==> src/rtl/sar_search_if.sv <==
// sar_search_if - bundle for the successive-approximation search controller.
//
// Groups the start/done handshake, the search outputs and the comparator
// flags that come back from the external magnitude comparator.
//   start     : request a search (sampled only while idle)
//   eq/agtb/altb : comparator flags for a == / > / < guess
//   guess     : trial value driven to comparator b input
//   busy      : search in progress
//   done      : one-cycle pulse, result valid
//   result    : final value, held until the next search completes
//   flag_err  : an invalid flag combination was seen during the last search
//
// Modports:
//   slave  - the search controller
//   master - whoever issues start and closes the loop through the comparator
interface sar_search_if #(
  parameter int WIDTH = 8
);
  logic             start;
  logic             eq;
  logic             agtb;
  logic             altb;
  logic [WIDTH-1:0] guess;
  logic             busy;
  logic             done;
  logic [WIDTH-1:0] result;
  logic             flag_err;

  modport slave (
    input  start, eq, agtb, altb,
    output guess, busy, done, result, flag_err
  );

  modport master (
    output start, eq, agtb, altb,
    input  guess, busy, done, result, flag_err
  );
endinterface

==> src/rtl/sar_search.sv <==
// sar_search - successive-approximation search controller.
//
// Finds an unknown WIDTH-bit value by walking a trial value (guess) from the
// MSB down, one bit per clock, using the eq/agtb/altb flags of an external
// combinational comparator whose a input holds the unknown value.
//
// Ports:
//   clk    : rising-edge clock
//   rst_n  : asynchronous active-low reset
//   sif    : sar_search_if.slave (start, eq, agtb, altb, guess, busy, done,
//            result, flag_err)
//
// Build option:
//   SAR_EARLY_EXIT_EN - when defined, a valid eq flag ends the search at once
//                       with result = current guess. Undefined: every search
//                       takes exactly WIDTH compare cycles.
//
// state  | meaning
// IDLE   | waiting for start, guess = 0
// SEARCH | one bit decided per clock, bit index counts WIDTH-1 down to 0
// DONE   | one cycle, done pulse, result just updated
module sar_search #(
  parameter int WIDTH = 8
) (
  input logic        clk,
  input logic        rst_n,
  sar_search_if.slave sif
);

  localparam int IW = (WIDTH > 1) ? $clog2(WIDTH) : 1;

  typedef enum logic [1:0] {
    IDLE   = 2'd0,
    SEARCH = 2'd1,
    DONE   = 2'd2
  } state_t;

  state_t           state_q, state_d;
  logic [IW-1:0]    idx_q, idx_d;
  logic [WIDTH-1:0] acc_q, acc_d;
  logic [WIDTH-1:0] result_q, result_d;
  logic             flag_err_q, flag_err_d;

  logic             flags_valid;
  logic             keep_bit;
  logic             early_exit;
  logic             last_bit;
  logic [WIDTH-1:0] acc_upd;

  // Anything other than exactly one flag is a comparator fault; it is
  // recorded and the bit is dropped as if altb had been seen.
  assign flags_valid = $onehot({sif.eq, sif.agtb, sif.altb});
  assign keep_bit    = flags_valid & (sif.eq | sif.agtb);
  assign last_bit    = (idx_q == '0);

`ifdef SAR_EARLY_EXIT_EN
  assign early_exit = sif.eq & ~sif.agtb & ~sif.altb;
`else
  assign early_exit = 1'b0;
`endif

  // Bits below idx are still zero in acc, so on a valid eq acc_upd already
  // equals the current guess; early exit can reuse the same result path.
  always_comb begin
    acc_upd         = acc_q;
    acc_upd[idx_q]  = keep_bit;
  end

  always_ff @(posedge clk or negedge rst_n) begin
    if (!rst_n) begin
      state_q    <= IDLE;
      idx_q      <= '0;
      acc_q      <= '0;
      result_q   <= '0;
      flag_err_q <= 1'b0;
    end else begin
      state_q    <= state_d;
      idx_q      <= idx_d;
      acc_q      <= acc_d;
      result_q   <= result_d;
      flag_err_q <= flag_err_d;
    end
  end

  always_comb begin
    state_d    = state_q;
    idx_d      = idx_q;
    acc_d      = acc_q;
    result_d   = result_q;
    flag_err_d = flag_err_q;
    unique case (state_q)
      IDLE: begin
        if (sif.start) begin
          state_d    = SEARCH;
          idx_d      = IW'(WIDTH - 1);
          acc_d      = '0;
          flag_err_d = 1'b0;
        end
      end
      SEARCH: begin
        acc_d = acc_upd;
        if (!flags_valid) flag_err_d = 1'b1;
        if (last_bit || early_exit) begin
          state_d  = DONE;
          result_d = acc_upd;
        end else begin
          idx_d = idx_q - IW'(1);
        end
      end
      DONE: begin
        state_d = IDLE;
      end
      default: begin
        state_d = IDLE;
      end
    endcase
  end

  always_comb begin
    sif.guess    = '0;
    sif.busy     = 1'b0;
    sif.done     = 1'b0;
    sif.result   = result_q;
    sif.flag_err = flag_err_q;
    unique case (state_q)
      SEARCH: begin
        sif.guess = acc_q | (WIDTH'(1) << idx_q);
        sif.busy  = 1'b1;
      end
      DONE: begin
        sif.done = 1'b1;
      end
      default: begin
      end
    endcase
  end

endmodule

==> src/flat_wrapper.sv <==
// flat-port wrapper written by rule: the top's interface ports become plain ports
module sar_search_flat 
#(
  parameter int WIDTH = 8
)
  (clk, rst_n, sif_start, sif_eq, sif_agtb, sif_altb, sif_guess, sif_busy, sif_done, sif_result, sif_flag_err);
  sar_search_if #(.WIDTH(WIDTH)) sif_i ();
  input logic clk;
  input logic rst_n;
  input wire logic [$bits(sif_i.start)-1:0] sif_start;
  input wire logic [$bits(sif_i.eq)-1:0] sif_eq;
  input wire logic [$bits(sif_i.agtb)-1:0] sif_agtb;
  input wire logic [$bits(sif_i.altb)-1:0] sif_altb;
  output wire logic [$bits(sif_i.guess)-1:0] sif_guess;
  output wire logic [$bits(sif_i.busy)-1:0] sif_busy;
  output wire logic [$bits(sif_i.done)-1:0] sif_done;
  output wire logic [$bits(sif_i.result)-1:0] sif_result;
  output wire logic [$bits(sif_i.flag_err)-1:0] sif_flag_err;
  assign sif_i.start = sif_start;
  assign sif_i.eq = sif_eq;
  assign sif_i.agtb = sif_agtb;
  assign sif_i.altb = sif_altb;
  assign sif_guess = sif_i.guess;
  assign sif_busy = sif_i.busy;
  assign sif_done = sif_i.done;
  assign sif_result = sif_i.result;
  assign sif_flag_err = sif_i.flag_err;
  sar_search #(.WIDTH(WIDTH)) u_core (.clk(clk), .rst_n(rst_n), .sif(sif_i));
endmodule
==> config.mk <==
export PLATFORM = sky130hd
export DESIGN_NAME = sar_search_flat
export DESIGN_NICKNAME = d
export VERILOG_FILES = /design/src/rtl/sar_search_if.sv /design/src/rtl/sar_search.sv /design/src/flat_wrapper.sv
export SDC_FILE = /design/constraint.sdc
export NUM_CORES = 1
export LEC_CHECK = 0
export CORE_UTILIZATION = 47
export CTS_BUF_LIST = sky130_fd_sc_hd__clkbuf_8
export DETAILED_ROUTE_END_ITERATION = 10
export PLACE_DENSITY_LB_ADDON = 0.1
export SKIP_CTS_REPAIR_TIMING = 1
export SYNTH_ARGS = -nofsm -noshare
export SYNTH_HDL_FRONTEND = slang
export SYNTH_SLANG_ARGS = --single-unit
==> constraint.sdc <==
create_clock -name clk -period 1.65 [get_ports clk]
set_clock_uncertainty 0.05 [all_clocks]
set_input_delay 0.33 -clock clk [delete_from_list [all_inputs] [get_ports clk]]
set_output_delay 0.33 -clock clk [all_outputs]
set_load 0.02 [all_outputs]
---- Yosys cells after proc, flatten, opt, wreduce, memory -nomap -nowiden ----
Index checks and enable logic that the tools add are counted.
word-level totals
  register bits ........................... 22
  output and inout bits ................... 19
  logic and storage cells ................. 47
operators by class
  add/subtract/negate cells ............... 3
  magnitude comparators ................... 2
  equal/unequal tests ..................... 7
  shifts and indexed selects .............. 1
  multiplexer cells ....................... 17
  bitwise operators ....................... 3
  reduce and logical (&&, ||, !) cells .... 9
operator list
  kind                                                                                  number
  8-bit 2-to-1 mux                                                                      2
  8-bit one-hot mux with 2 select lines                                                 1
  8-bit bitwise mux                                                                     1
  8-bit bitwise OR                                                                      1
  1-bit by 3-bit left shift with 8-bit output (first input constant)                    1
  3-bit 2-to-1 mux                                                                      2
  2-bit != test (second input constant)                                                 3
  3-bit one-hot mux with 2 select lines                                                 1
  2-bit AND reduction                                                                   3
  3-bit AND reduction                                                                   2
  1-bit 2-to-1 mux                                                                      5
  2-bit by 1-bit == test with 1-bit output (second input constant)                      2
  3-bit by 4-bit less-than comparator with 1-bit output (second input constant)         1
  2-bit 2-to-1 mux                                                                      2
  2-bit one-hot mux with 2 select lines                                                 1
  1-bit demux with 3-bit select                                                         1
  3-bit by 1-bit greater-or-equal comparator with 1-bit output (second input constant)  1
  3-bit zero test                                                                       1
  3-bit by 1-bit subtractor with 3-bit output (second input constant)                   1
  1-bit by 1-bit adder with 2-bit output                                                1
  2-bit by 1-bit adder with 2-bit output                                                1
  2-bit == test (second input constant)                                                 1
  2-bit zero test                                                                       1
  2-bit by 1-bit != test with 1-bit output (second input constant)                      1
  5 further kinds                                                                       5

---- Longest topological paths before layout ----
Gate-level depths: netlist (run 1).
  word-level depth ........................ 6
  mapped depth ............................ 8

---- Worst setup path after synthesis (run 1) ----
OpenSTA, ideal clock, no wires.
  path kind ............................... register to output
  start point ............................. reg u_core.idx_q[1]
  end point ............................... out sif_guess[0]
  arrival time ............................ 1.454 ns
  path slack .............................. -0.184 ns
  stages on the path, launching flop included .. 6
  path buffers ............................ 0
  cell sequence ........................... dfrtp_1 inv_1 ha_1 nor2b_1 nor2_1 nor2_1
between the ends
  cells in the longest elaborated chain, start to end .. 3
ends and longest elaborated chain
  element                                      line                text
  from (decl)                                  sar_search.sv:39    logic [IW-1:0] idx_q, idx_d;
  from (signal assigned)                       sar_search.sv:78    idx_q <= idx_d;
  1-bit by 3-bit left shift with 8-bit output  sar_search.sv:127   sif.guess = acc_q | (WIDTH'(1) << idx_q);
  8-bit bitwise OR                             sar_search.sv:127
  8-bit 2-to-1 mux                             sar_search.sv:125   unique case (state_q)
  to (decl)                                    flat_wrapper.sv:14  output wire logic [$bits(sif_i.guess)-1:0] sif_guess;
No other way between the ends.

---- Final worst setup path (run 1) ----
Same ends and word-level chain as after synthesis.

==> reports/results.tsv, run 1 <==
metric	value	unit
Final Hold Fails	0	
utilization after layout	78.74	%
setup violators final	8	
Synth Net Count	139	
first-pass GRT wire length	4947	um
worst r2r dst	u_core.sif.result[7]	
WP data arrival	1.39	ns
ANT cells	0	
clock sinks	22	
post-synth top area share	44.49	%
Final ANT Viol Nets	0	
vias per inst	5.586	
Max transition margin	80.42	%
RSZ-0062 raised after global routing	true	
vias after detailed routing	1173	
Starting Density	49.95	%
Layout Nets	193	
GR Overflow Total	0	
drt wl/cell	16.53	um
WL final	3472	um
Distinct cells, synth	32	
Post-route DRC	0	
Placer Congestion	0.8349	
minimum clock period	1.767	ns
most frequent cell after synthesis	dfrtp_1	
Place WS	-0.6596	ns
top cell type by total area after synthesis	dfrtp_1	
CTS root buffer	clkbuf_8	
CTS clk-pin slew, worst paths	0.09	ns
Critical Path RT	1.27	ns
hpwl dp	2272	um
syn avg cell area	9.744	um2
VDD IR max	1.612	mV
I/O pin cnt	25	
Setup Crit Path Kind	flop to output pin	
largest net degree at the start of global routing	23	
Core Area	0.002477	mm2
Num CTS Buffers	3	
most instantiated cells after synthesis	dfrtp_1, a21oi_1, nor2_1, inv_1, nand3_1	
initial antenna violation count	0	
min-delay worst type	primary input to asynchronous set/reset pin	
die area	0.002842	mm2
hold_ws	0.3827	ns
#FFs+latches synth	22	
MaxCap Viol Count	0	
Die X	53.31	um
violated checks	negative setup slack	
Die H	53.31	um
Clock Latency Late Sink	0.26	ns
Primary FF master, synth	dfrtp_1	
clk buf depth	2	
warning count from the yosys run	0	
Gate Count Post-Synth	127	
largest cells by area after synthesis	dfrtp_1, a21oi_1, ha_1	
Tot Pwr	4.302	mW
CP Capture Type	output pin	
Iter 0 DRT Violations	45	
worst slew pin tran	0.2937	ns
CTS tree	done	
non-filler instance count after layout	210	
H-tree levels	1	
P_leak	0.9408	nW
Site Rows	18	
R2R Setup Slk	0.04	ns
Final period util	107.1	%
final number of max-transition violations	0	
fill count	162	
Post-synth EDFFs	0	
Reg2Reg Depth	6	
layout cells sized above 1	44.44	%
post-placement cell count	199	
drt pass-1 iters	4	
buffers added on ports	24	
fmax	565.9	MHz
crit-path max FO	4	
PnR worst setup slack	-0.1172	ns
Synth Cell Area	0.001237	mm2
status	complete, but fails checks	
Pwr per Cell Area	2205	mW/mm2
CP Capture Point	sif_guess[0]	
crit path from	u_core.idx_q[1]	
reg2reg start	u_core.state_q[1]	
fraction of registers with async set/reset	100.0	%
CP startpoint kind	flop	
area growth from synthesis to layout	57.63	%
gr usage total	24.20	%
register area share after synthesis	44.49	%
vias in the first global route	1119	
==> critical path: stages, from the launching register on <==
cell and delay, ns:
dfrtp_1 0.40, inv_2 0.12, ha_4 0.15, nor2b_4 0.15
nor2_1 0.06, nor2_2 0.11, buf_6 0.13
==> where the power goes <==
group | internal (mW) | switching [mW] | total (mW) | leakage [nW]
sequential | 0.774 | 0.206 | 0.980 | 0.274
combinational | 1.37 | 1.44 | 2.82 | 0.631
clock | 0.324 | 0.182 | 0.506 | 0.0357
total | 2.47 | 1.83 | 4.30 | 0.941
==> metal layers <==
metal | wire (um) | vias up | global-route usage (%)
met1 | 1448 | 552 | 30.77
met4 | 26 | 0 | 7.456
met3 | 235 | 4 | 3.736
li1 | - | 548 | -
met2 | 1762 | 69 | 41.46
met5 | 0 | - | 0
==> cells by family (layout without fill, tap and decap cells) <==
group	count (synthesis)	count (layout)	share of synthesized area [%]
compound gates	40	40	20.12
simple gates	32	32	12.84
flops	22	22	44.49
fa+ha+maj	6	6	6.673
buf+inv	18	71	7.886
mux	9	9	7.987
==> area by class of cell <==
type / count / area [um2] / share of cell area, %
Multi-Input combinational cell: 87 / 732.0 / 37.52
Sequential cell: 22 / 550.5 / 28.22
Timing Repair Buffer: 55 / 511.7 / 26.23
Inverter: 12 / 47.55 / 2.437
Clock buffer: 3 / 41.29 / 2.117
Tap cell: 30 / 37.54 / 1.924
Clock inverter: 1 / 30.03 / 1.539
==> placed cells by master (no fill, tap or decap), types with 4 or more instances in the layout <==
cell type         n
dlymetal6s2s_1    8
nor2_2            6
clkdlybuf4s50_1   7
buf_4            29
ha_4              4
buf_6             7
a21oi_1          11
o22ai_1           6
dfrtp_1          22
mux2i_1           5
nand3_1           7
nor2_1           12
inv_1             8
a21oi_2          10
==> state kept, by name, summed over array words and instances, names as in the netlist <==
signal,cells
u_core.acc_q,8
u_core.idx_q,3
u_core.sif.flag_err,1
u_core.sif.result,8
u_core.state_q,2
==> stage by stage <==
step                area, um2  setup TNS (ns)
floorplan                1252       -0.002139
global placement         1673          -8.306
detailed placement       1673          -9.346
CTS                      1744          -8.618
global route             1951         -0.8139
finish                   1951         -0.4657
==> worst min path at each step <==
| stage | start | end | slack (ns) | cells after the start |
|---|---|---|---|---|
| CTS | rst_n | u_core.acc_q[5] | 0.39 | 2 |
| global route | rst_n | u_core.sif.result[5] | 0.40 | 2 |
| detailed placement | u_core.sif.result[4] | u_core.sif.result[4] | 0.45 | 1 |
| global placement | u_core.sif.result[7] | u_core.sif.result[7] | 0.44 | 1 |
| finish | rst_n | u_core.sif.result[5] | 0.38 | 2 |
| floorplan | rst_n | u_core.acc_q[0] | -0.02 | 0 |
Note: power is estimated with default switching activity, not from simulation.
==> run 2, diff against run 1 <==
Settings changed: CORE_UTILIZATION 47 to 45.
==> run 2 against run 1 <==
The run still ends with negative setup slack left. First-iteration DRC count down 20%. Sequential share of layout area down 0.098 points. Combinational power up 2%. Maximum frequency down 3.6%. Sequential power about the same. Global-route usage up 0.13 points. Clock-buffer cell count unchanged.
==> reports/results.tsv, run 2 (synthesis results as in run 1) <==
metric	value	unit	change
status	complete, but fails checks		
violated checks	negative setup slack		
CTS clk-pin slew, worst paths	0.08	ns	about the same
ANT cells	0		unchanged
Num CTS Buffers	3		unchanged
H-tree levels	1		unchanged
minimum clock period	1.833	ns	+0.06581 ns
CP startpoint kind	flop		
fill count	172		+6.2%
Final Hold Fails	0		unchanged
I/O pin cnt	25		unchanged
critical path's largest stage delay	0.41	ns	about the same
WL final	3830	um	+10%
Clock Latency Late Sink	0.27	ns	about the same
slowest CP cell	dfrtp_1		
worst slew pin tran	0.2782	ns	-0.01547 ns
Final ANT Viol Nets	0		unchanged
initial antenna violation count	0		unchanged
RSZ-0062 raised after global routing	true		
Placer Congestion	0.7819		-6.3%
Post-route DRC	0		unchanged
Tot Pwr	4.208	mW	-2.2%
GR Overflow Total	0		unchanged
Max transition margin	80.92	%	+0.50 points
fmax	545.5	MHz	-3.6%
hpwl dp	2217	um	-2.4%
worst r2r dst	u_core.sif.result[3]		
Layout Nets	201		+4.1%
crit-path max FO	4		unchanged
reg2reg start	u_core.idx_q[1]		
VDD IR max	1.577	mV	-2.1%
drt pass-1 iters	4		unchanged
most frequent cells in the layout	buf_4, dfrtp_1, nor2_1, a21oi_2, a21oi_1		
worst-path cell chain	inv_2, ha_4, nor2b_2, nor2_1, nor2_2, buf_2		
R2R Setup Slk	0.04	ns	about the same
vias in the first global route	1047		-6.4%
Reg2Reg Depth	8		+2
Core Area	0.002545	mm2	+2.7%
final number of max-transition violations	0		unchanged
area growth from synthesis to layout	58.54	%	
die area	0.002964	mm2	+4.3%
gr usage total	24.33	%	+0.13 points
P_leak	0.9670	nW	+2.8%
Place WS	-0.6275	ns	+0.03207 ns
CTS root buffer	clkbuf_8		
MaxCap Viol Count	0		unchanged
Site Rows	18		unchanged
Pwr per Cell Area	2145	mW/mm2	-2.7%
Die H	54.44	um	+2.1%
drt wl/cell	17.65	um	+6.8%
setup violators final	8		unchanged
PnR worst setup slack	-0.1830	ns	-0.06580 ns
vias per inst	5.714		+2.3%
clk buf depth	2		unchanged
clock sinks	22		unchanged
layout cells sized above 1	47.06	%	+2.6 points
WP data arrival	1.45	ns	+0.06 ns
first-pass GRT wire length	4947	um	unchanged
buffers added on ports	24		unchanged
vias after detailed routing	1240		+5.7%
CTS tree	done		
Critical Path RT	1.27	ns	about the same
most common cell after layout, fill and taps aside	buf_4		
CP Capture Type	output pin		
Die X	54.44	um	+2.1%
Iter 0 DRT Violations	36		-20%
Final period util	111.1	%	+4.0 points
Starting Density	48.62	%	-1.3 points
largest net degree at the start of global routing	23		unchanged
min-delay worst type	primary input to asynchronous set/reset pin		
Setup Crit Path Kind	flop to output pin		
-- run 2: how the worst max path moves through the flow --
stage,startpoint,to,cells after the start
final,u_core.idx_q[1],sif_guess[0],6
after global placement,sif_altb,u_core.acc_q[7],6
after detailed placement,sif_altb,u_core.acc_q[7],6
after floorplan,sif_altb,u_core.acc_q[7],5
after global routing,u_core.idx_q[1],sif_guess[0],6
after CTS,u_core.idx_q[1],sif_guess[0],6
-- run 2: per-layer routing --
metal,GRT usage [%],share of wire (%),vias up
li1,-,-,568
met1,32.99,42,602
met4,11.11,3.8,0
met2,37.80,49,57
met3,3.889,5.0,13
met5,0,0,-
-- run 2: final cells by class --
| type | instances | area, um2 | area share, % |
|---|---|---|---|
| Tap cell | 30 | 37.54 | 1.913 |
| Sequential cell | 22 | 551.8 | 28.13 |
| Inverter | 12 | 51.30 | 2.615 |
| Clock buffer | 3 | 41.29 | 2.105 |
| Timing Repair Buffer | 63 | 563.0 | 28.70 |
| Multi-Input combinational cell | 87 | 716.9 | 36.54 |
-- run 2: report_power, final --
part / total [mW] / switching [mW] / internal (mW)
sequential: 0.981 / 0.204 / 0.777
combinational: 2.89 / 1.49 / 1.39
clock: 0.341 / 0.177 / 0.163
total: 4.21 / 1.87 / 2.34
-- run 2: critical path: cells and delay by family (launching register included) --
kind | cells | cell delay (ns)
and+or+nand+nor | 3 | 0.34
DFF | 1 | 0.41
adders and majority gates | 1 | 0.15
buffers and inverters | 2 | 0.28
-- run 2: metrics by stage --
step                      instances  hold slack (ns)  cell area, um2    TNS, ns  util, %
after floorplan                 127         -0.01559            1252  -0.002139        -
after CTS                       203           0.3764            1709     -7.987    67.16
final                           217           0.3628            1962    -0.8052    77.09
after detailed placement        200           0.4557            1668     -8.979    65.54
after global placement          200           0.4427            1668     -8.247    65.54
after global routing            217           0.4149            1962     -1.314    77.09
